--- src/rtl/systolic_feed_ctrl_pkg.sv ---
// Shared definitions for the systolic operand feed controller.
//   DefaultDataW / DefaultAddrW : default operand and RAM address widths
//   state_e                     : controller FSM state encoding
package systolic_feed_ctrl_pkg;

   localparam int unsigned DefaultDataW = 16;
   localparam int unsigned DefaultAddrW = 4;

   typedef enum logic [2:0] {
      StIdle,
      StRead0,
      StRead1,
      StDrain,
      StDone
   } state_e;

endpackage

--- src/rtl/systolic_feed_ctrl_if.sv ---
// Synchronous single-port RAM bus between the feed controller and its operand RAM.
//   ram_en   : access enable (read or write)
//   ram_we   : write enable, qualified by ram_en
//   ram_addr : word address
//   ram_di   : write data
//   ram_do   : registered read data, valid the cycle after a read access
// modport master: controller side; modport slave: RAM side.
interface systolic_feed_ctrl_if
   import systolic_feed_ctrl_pkg::*;
#(
   parameter int unsigned DATA_W = DefaultDataW,
   parameter int unsigned ADDR_W = DefaultAddrW
) ();

   logic              ram_en;
   logic              ram_we;
   logic [ADDR_W-1:0] ram_addr;
   logic [DATA_W-1:0] ram_di;
   logic [DATA_W-1:0] ram_do;

   modport master (
      output ram_en,
      output ram_we,
      output ram_addr,
      output ram_di,
      input  ram_do
   );

   modport slave (
      input  ram_en,
      input  ram_we,
      input  ram_addr,
      input  ram_di,
      output ram_do
   );

endinterface

--- src/rtl/feed_skew_reg.sv ---
// Output skew registers for the 2x2 array feed.
//   clk, rst_n   : clock, asynchronous active-low reset
//   clr_i        : clear the row-1 hold register (new stream accepted)
//   beat_i       : data_i is row0[k]; load feed0 from it and feed1 from the hold register
//   hold_i       : data_i is row1[k-1]; capture it in the hold register
//   drain_i      : final beat; feed0 gets zero, feed1 (and hold) get data_i = row1[len-1]
//   data_i       : RAM read data
//   feed0_o/1_o  : row-0 / row-1 operands presented to the array
//   feed_valid_o : feed0_o/feed1_o carry a beat this cycle
module feed_skew_reg
   import systolic_feed_ctrl_pkg::*;
#(
   parameter int unsigned DATA_W = DefaultDataW
) (
   input  logic              clk,
   input  logic              rst_n,
   input  logic              clr_i,
   input  logic              beat_i,
   input  logic              hold_i,
   input  logic              drain_i,
   input  logic [DATA_W-1:0] data_i,
   output logic [DATA_W-1:0] feed0_o,
   output logic [DATA_W-1:0] feed1_o,
   output logic              feed_valid_o
);

   logic [DATA_W-1:0] feed0_q, feed0_d;
   logic [DATA_W-1:0] feed1_q, feed1_d;
   logic [DATA_W-1:0] hold_q, hold_d;
   logic              valid_q, valid_d;

   always_comb begin
      feed0_d = feed0_q;
      feed1_d = feed1_q;
      hold_d  = hold_q;
      valid_d = 1'b0;
      // Hold starts at zero so the first beat inserts 0 on row 1.
      if (clr_i) begin
         hold_d = '0;
      end
      if (beat_i) begin
         feed0_d = data_i;
         feed1_d = hold_q;
         valid_d = 1'b1;
      end
      if (hold_i) begin
         hold_d = data_i;
      end
      // Last row-1 word goes straight to feed1 while row 0 is zero-filled.
      if (drain_i) begin
         feed0_d = '0;
         feed1_d = data_i;
         hold_d  = data_i;
         valid_d = 1'b1;
      end
   end

   always_ff @(posedge clk or negedge rst_n) begin
      if (!rst_n) begin
         feed0_q <= '0;
         feed1_q <= '0;
         hold_q  <= '0;
         valid_q <= 1'b0;
      end else begin
         feed0_q <= feed0_d;
         feed1_q <= feed1_d;
         hold_q  <= hold_d;
         valid_q <= valid_d;
      end
   end

   assign feed0_o      = feed0_q;
   assign feed1_o      = feed1_q;
   assign feed_valid_o = valid_q;

endmodule

--- src/rtl/systolic_feed_ctrl.sv ---
// Streams a 2xK operand matrix from a single-port RAM into a 2x2 systolic array, with row 1
// skewed one beat behind row 0. Row 0 lives at base+k, row 1 at base+len+k (addresses wrap).
//   clk, rst_n          : clock, asynchronous active-low reset
//   start               : one-cycle stream request (ignored while a stream runs)
//   base_addr, len      : row-0 start address and K, sampled on an accepted start
//   host_we/addr/di     : host RAM write, honoured only when idle and not starting
//   busy                : stream in progress or start asserted
//   ram                 : RAM bus (master)
//   feed_valid/0/1      : operand beat for the array
//   done                : one-cycle pulse at stream end
module systolic_feed_ctrl
   import systolic_feed_ctrl_pkg::*;
#(
   parameter int unsigned DATA_W = DefaultDataW,
   parameter int unsigned ADDR_W = DefaultAddrW
) (
   input  logic                  clk,
   input  logic                  rst_n,
   input  logic                  start,
   input  logic [ADDR_W-1:0]     base_addr,
   input  logic [ADDR_W-1:0]     len,
   input  logic                  host_we,
   input  logic [ADDR_W-1:0]     host_addr,
   input  logic [DATA_W-1:0]     host_di,
   output logic                  busy,
   systolic_feed_ctrl_if.master  ram,
   output logic                  feed_valid,
   output logic [DATA_W-1:0]     feed0,
   output logic [DATA_W-1:0]     feed1,
   output logic                  done
);

   state_e            state_q, state_d;
   logic [ADDR_W-1:0] k_q, k_d;
   logic [ADDR_W-1:0] base_q, base_d;
   logic [ADDR_W-1:0] len_q, len_d;
   logic [ADDR_W-1:0] k_next;
   logic [ADDR_W-1:0] row0_addr;
   logic [ADDR_W-1:0] row1_addr;
   logic              accept;

   // Address arithmetic truncates to ADDR_W, giving the wrap-around layout.
   assign k_next    = k_q + 1'b1;
   assign row0_addr = base_q + k_q;
   assign row1_addr = base_q + len_q + k_q;

   always_comb begin
      state_d      = state_q;
      k_d          = k_q;
      base_d       = base_q;
      len_d        = len_q;
      accept       = 1'b0;
      ram.ram_en   = 1'b0;
      ram.ram_we   = 1'b0;
      ram.ram_addr = '0;
      ram.ram_di   = '0;
      unique case (state_q)
         StIdle: begin
            // Start has priority over a host write in the same cycle.
            if (start) begin
               accept  = 1'b1;
               base_d  = base_addr;
               len_d   = len;
               k_d     = '0;
               state_d = (len == '0) ? StDone : StRead0;
            end else if (host_we) begin
               ram.ram_en   = 1'b1;
               ram.ram_we   = 1'b1;
               ram.ram_addr = host_addr;
               ram.ram_di   = host_di;
            end
         end
         StRead0: begin
            ram.ram_en   = 1'b1;
            ram.ram_addr = row0_addr;
            state_d      = StRead1;
         end
         StRead1: begin
            ram.ram_en   = 1'b1;
            ram.ram_addr = row1_addr;
            if (k_next < len_q) begin
               k_d     = k_next;
               state_d = StRead0;
            end else begin
               state_d = StDrain;
            end
         end
         StDrain: state_d = StDone;
         StDone:  state_d = StIdle;
         default: state_d = StIdle;
      endcase
   end

   always_ff @(posedge clk or negedge rst_n) begin
      if (!rst_n) begin
         state_q <= StIdle;
         k_q     <= '0;
         base_q  <= '0;
         len_q   <= '0;
      end else begin
         state_q <= state_d;
         k_q     <= k_d;
         base_q  <= base_d;
         len_q   <= len_d;
      end
   end

   assign busy = (state_q != StIdle) || start;
   assign done = (state_q == StDone);

   // In READ0 for k>0 the RAM returns row1[k-1] requested by the previous READ1.
   feed_skew_reg #(
      .DATA_W (DATA_W)
   ) u_skew (
      .clk          (clk),
      .rst_n        (rst_n),
      .clr_i        (accept),
      .beat_i       (state_q == StRead1),
      .hold_i       ((state_q == StRead0) && (k_q != '0)),
      .drain_i      (state_q == StDrain),
      .data_i       (ram.ram_do),
      .feed0_o      (feed0),
      .feed1_o      (feed1),
      .feed_valid_o (feed_valid)
   );

endmodule

--- src/flat_wrapper.sv ---
// flat-port wrapper written by rule: the top's interface ports become plain ports
module systolic_feed_ctrl_flat import systolic_feed_ctrl_pkg::*;
#(
   parameter int unsigned DATA_W = DefaultDataW,
   parameter int unsigned ADDR_W = DefaultAddrW
)
  (clk, rst_n, start, base_addr, len, host_we, host_addr, host_di, busy, feed_valid, feed0, feed1, done, ram_ram_en, ram_ram_we, ram_ram_addr, ram_ram_di, ram_ram_do);
  systolic_feed_ctrl_if #(.DATA_W(DATA_W), .ADDR_W(ADDR_W)) ram_i ();
  input  logic clk;
  input  logic rst_n;
  input  logic start;
  input  logic [ADDR_W-1:0] base_addr;
  input  logic [ADDR_W-1:0] len;
  input  logic host_we;
  input  logic [ADDR_W-1:0] host_addr;
  input  logic [DATA_W-1:0] host_di;
  output logic busy;
  output logic feed_valid;
  output logic [DATA_W-1:0] feed0;
  output logic [DATA_W-1:0] feed1;
  output logic done;
  output wire logic [$bits(ram_i.ram_en)-1:0] ram_ram_en;
  output wire logic [$bits(ram_i.ram_we)-1:0] ram_ram_we;
  output wire logic [$bits(ram_i.ram_addr)-1:0] ram_ram_addr;
  output wire logic [$bits(ram_i.ram_di)-1:0] ram_ram_di;
  input wire logic [$bits(ram_i.ram_do)-1:0] ram_ram_do;
  assign ram_ram_en = ram_i.ram_en;
  assign ram_ram_we = ram_i.ram_we;
  assign ram_ram_addr = ram_i.ram_addr;
  assign ram_ram_di = ram_i.ram_di;
  assign ram_i.ram_do = ram_ram_do;
  systolic_feed_ctrl #(.DATA_W(DATA_W), .ADDR_W(ADDR_W)) u_core (.clk(clk), .rst_n(rst_n), .start(start), .base_addr(base_addr), .len(len), .host_we(host_we), .host_addr(host_addr), .host_di(host_di), .busy(busy), .ram(ram_i), .feed_valid(feed_valid), .feed0(feed0), .feed1(feed1), .done(done));
endmodule
--- config.mk ---
export PLATFORM = sky130hd
export DESIGN_NAME = systolic_feed_ctrl_flat
export DESIGN_NICKNAME = d
export VERILOG_FILES = /design/src/rtl/systolic_feed_ctrl_pkg.sv /design/src/rtl/systolic_feed_ctrl_if.sv /design/src/rtl/feed_skew_reg.sv /design/src/rtl/systolic_feed_ctrl.sv /design/src/flat_wrapper.sv
export SDC_FILE = /design/constraint.sdc
export NUM_CORES = 1
export LEC_CHECK = 0
export CAP_MARGIN = 20
export CORE_UTILIZATION = 42
export CTS_CLUSTER_DIAMETER = 30
export DETAILED_ROUTE_END_ITERATION = 16
export PLACE_DENSITY = 0.85
export SYNTH_ARGS = -nofsm -noshare
export SYNTH_HDL_FRONTEND = slang
export SYNTH_SLANG_ARGS = --single-unit
export TNS_END_PERCENT = 1
--- constraint.sdc ---
create_clock -name clk -period 8 [get_ports clk]
set_clock_uncertainty 0.15 [all_clocks]
set_input_delay 1.6 -clock clk [delete_from_list [all_inputs] [get_ports clk]]
set_output_delay 1.6 -clock clk [all_outputs]
set_load 0.1 [all_outputs]
# == Word-level counts from Yosys, hierarchy flattened ==
# Index checks and enable logic that the tools add are counted.
# op_classes
add_sub_neg,4
multipliers,0
div,0
n_lt_le_gt_ge,1
n_eq_ne,6
shifts,0
muxes,28
bitwise,0
n_reduce_logical,12
# op_table
op,count
$mux 16,10
$mux 4,4
$add 4x4->4,3
$pmux 3 s4,1
$pmux 4 s3,1
$pmux 4 s2,1
$mux 1,7
$eq 3x2->1 const B,2
$mux 3,2
$reduce_bool 3->1,2
$add 4x1->4 const B,1
$logic_not 4->1,1
$lt 4x4->1,1
$reduce_bool 2->1,2
$reduce_bool 4->1,1
$eq 3x1->1 const B,1
$eq 3x3->1 const B,1
$logic_not 3->1,1
$reduce_and 3->1,1
$mux 2,1
$ne 2x1->1 const B,1
$ne 2x2->1 const B,1
$pmux 1 s2,1
$reduce_and 2->1,1
3 further kinds,3
# totals
register_bits,64
latch_bits,0
ramBits,0
mem_bits_ro,0
output_inout_bits,57
memories,0

# == Logic depth before layout (Yosys ltp) ==
# logic_depth
depth_word,5
mapped_depth,9
ltp_nobuf,9

# == Modules after synthesis ==
# Synthesis repeated with hierarchy kept, for this count alone.
# unflattened
hier_cells,330
area_unflattened_um2,3379.5
# modules_own_cells
mod,instances,cells_each,area_each_um2,seq_area_each_um2
feed_skew_reg,1,194,2153.3,1226.2
systolic_feed_ctrl,1,136,1226.2,375.4

# == Worst setup path after synthesis ==
# OpenSTA, ideal clock, no wires.
# synth_timing
path_kind,in2out
startpoint,input port start
endpoint,output port ram_ram_di[10]
arrival_time_ns,3.826
required_ns,6.250
setup_slack_ns,2.424
cell_stages,4
path_buffers,1
path_cell_list,nor2_1 and3_1 clkbuf_1 and2_1
# synth_via
elab_chain_len,2
# synth_rtl
item,line,rtl
"start, declared",flat_wrapper.sv:11,input logic start;
$mux 16,systolic_feed_ctrl.sv:60,if (start) begin
$mux 16,systolic_feed_ctrl.sv:57,unique case (state_q)
"end, declared",flat_wrapper.sv:25,output wire logic [$bits(ram_i.ram_di)-1:0] ram_ram_di;
# No other way between the ends.

# == Worst setup path after layout ==
# layout_timing
startpoint,input port start
endpoint,output port ram_ram_addr[3]
# layout_via
elab_chain_len,2
# layout_rtl
item,line,rtl
$mux 4,systolic_feed_ctrl.sv:60,
$pmux 4 s3,systolic_feed_ctrl.sv:57,
"end, declared",flat_wrapper.sv:24,output wire logic [$bits(ram_i.ram_addr)-1:0] ram_ram_addr;
# No other way between the ends.

==> results.tsv <==
stage	metric	value	unit
outcome	status	finished clean	
worst_setup_path	WS Path Type	in2out	
yosys	synth warn	0	
yosys	cell area after synthesis	3177	µm²
die	Die Footprint	7916	µm²
die	Die Wd	88.97	µm
yosys	synthesized area per cell	10.52	µm²
die	Starting Density	43.57	%
timing	Peak Freq	164.8	MHz
worst_setup_path	CP max FO	22	
cells_and_area	Layout Nets	467	
cells_and_area	most frequent cells in the layout	clkdlybuf4s50_1, dfrtp_1, nand2_1	
clock_tree	total CTS buffers	9	
die	CORE AREA	7292	µm²
clock_tree	# resized after CTS	0	
placed_design	port buffer count	104	
route	Wirelength per Cell	14.57	µm
timing	WHS	0.3306	ns
placed_design	Detailed Place HPWL	5307	µm
global_routing	initial antenna violation count	0	
global_routing	GRT Residual Overflow	0	
yosys	post-synthesis net count	364	
timing	minimum clock period	6.069	ns
clock_tree	CTS H-tree depth	3	
global_routing	first-pass GRT wire length	12120	µm
worst_setup_path	worst endpoint required time	6.25	ns
clock_tree	clk sink count	64	
cells_and_area	multi-input combinational cell area	1440	µm²
timing	setup violators final	0	
cells_and_area	Inserted Diodes	0	
cells_and_area	share of layout cells above drive strength 1	8.537	%
yosys	Gate Count Post-Synth	302	
cells_and_area	commonest non-fill, non-tap cell in the layout	clkdlybuf4s50_1	
die	IO Pins	105	
route	ANT nets after route	0	
global_routing	GR Util All Layers	20.43	%
yosys	Synth Register Bits	64	
route	Iteration-0 DRC Markers	142	
timing	Fin Setup TNS	0	ns
yosys	ys flop type	dfrtp_1	
worst_setup_path	Arr. time, crit path	4.32	ns
global_routing	largest net degree at the start of global routing	65	
worst_setup_path	Critical path origin	start	
timing	Fin. Hold Viols	0	
flow_run	maxcap violations	0	
worst_setup_path	Worst R2R Start	u_core.k_q[2]$_DFFE_PN0P_	
clock_tree	Worst-path clk slew	0.07	ns
clock_tree	CTS Root Cell	clkbuf_8	
yosys	Post-synth EDFFs	0	
route	drt drc	0	
worst_hold_path	hold_sp	u_core.u_skew.feed1_o[0]$_DFFE_PN0P_	
route	Vias	2568	
die	row cnt	31	
placed_design	GPL Wtd Cong	0.8414	
clock_tree	CTS tree	done	
clock_tree	Longest Clk Path Bufs	2	
yosys	FFs w/ async S/R, synth	100.0	%
route	Vias/cell	5.045	
cells_and_area	fillers	610	
timing	RSZ-0062 raised after global routing	no	
route	Detailed Routing Iterations Pass 1	4	
worst_setup_path	CP Launch Type	primary input	
global_routing	vias in the first global route	2536	
cells_and_area	register area	1602	µm²
die	Die Ht	88.97	µm
cells_and_area	Area Growth Syn to Fin	43.56	%
clock_tree	CTS Hold Bufs	0	
route	final wirelength	7414	µm
worst_hold_path	worst min path class	reg2reg	
yosys	Yosys cell types	41	
timing	Tcrit/Tclk final	75.86	%
timing	Slew Limit Fails	0	
worst_setup_path	endpoint class of the critical path	output port	
clock_tree	Worst-Skew Late Latency	0.33	ns
clock_tree	total setup buffers inserted after CTS	0	
yosys	register area share after synthesis	50.41	%
timing	worst slew pin tran	1.011	ns
timing	Max transition margin	32.39	%
-- final timing paths --
check | endpoint | slack, ns | cells after the start
setup / recovery | ram_ram_addr[3] | 1.93 | 6
hold / removal | u_core.u_skew.feed1_o[0]$_DFFE_PN0P_ | 0.33 | 2
setup reg to reg | u_core.k_q[0]$_DFFE_PN0P_ | 5.58 | 6
hold reg to reg | u_core.u_skew.feed1_o[0]$_DFFE_PN0P_ | 0.33 | 2
max in group asynchronous | u_core.u_skew.feed0_o[0]$_DFFE_PN0P_ | 5.90 | 2
min in group asynchronous | u_core.u_skew.feed0_o[10]$_DFFE_PN0P_ | 1.28 | 2
-- through the flow --
step | instances | util, % | setup slack [ns] | area (µm²)
CTS | 507 | 62.18 | 1.914 | 4534
finish | 509 | 62.54 | 1.931 | 4561
detailed placement | 491 | 58.85 | 1.920 | 4292
floorplan | 302 | - | 2.424 | 3177
global placement | 491 | 58.85 | 2.013 | 4292
global route | 509 | 62.54 | 1.743 | 4561
-- layout make-up --
cell class | instances | area share [%]
tap | 99 | 2.716
inverter | 16 | 1.317
timing repair buffer | 110 | 23.95
clock inverter | 7 | 2.606
multi-input combinational | 204 | 31.58
sequential | 64 | 35.12
clock buffer | 9 | 2.716
-- Yosys cell counts (2+ instances only) --
master    number  area, µm²
buf_2          8      40.04
o21ai_0       33      165.2
ha_1           9      112.6
a21oi_1        5      25.02
inv_1         16      60.06
a22o_1        18      157.7
nand2b_1       2      12.51
nand2_1       53      198.9
nor2_1         5      18.77
mux2i_1       16      160.2
xnor2_1        3      26.28
xor2_1         3      26.28
fa_1           5      100.1
a222oi_1       2      20.02
o31ai_1        2      15.01
mux2_2         9      101.4
dfrtp_1       64       1602
clkbuf_1      10      37.54
and2_1        17      106.4
-- cell families (layout without fill, tap and decap cells) --
family | Yosys count | count (layout) | synth area share, %
and+or+nand+nor | 88 | 88 | 13.12
AOI/OAI and AO/OA | 70 | 70 | 14.85
DFF | 64 | 64 | 50.41
buffers and inverters | 34 | 142 | 4.333
muxes | 25 | 25 | 8.232
adders and majority gates | 14 | 14 | 6.696
xor gates and xnor gates | 7 | 7 | 2.363
-- state kept, by name, summed over array words and instances, names as in the netlist --
register                    flops
u_core.u_skew.hold_q           16
u_core.len_q                    4
u_core.base_q                   4
u_core.k_q                      4
u_core.u_skew.feed_valid_o      1
u_core.u_skew.feed1_o          16
u_core.state_q                  3
u_core.u_skew.feed0_o          16
-- metal layers --
metal | part of all wire, % | global-route usage, %
met1 | 42 | 25.36
met2 | 53 | 35.03
met3 | 3.9 | 4.063
met4 | 1.6 | 8.514
met5 | 0 | 0
-- worst max-delay path: stages --
cell	delay, ns
clkdlybuf4s50_1	0.47
nor2_1	0.24
and3_1	0.57
a22oi_1	0.18
o31ai_1	0.09
clkdlybuf4s50_1	1.17
Power is not shown: default switching activity piles up to over one toggle a cycle in this logic, so the estimate is an artifact.
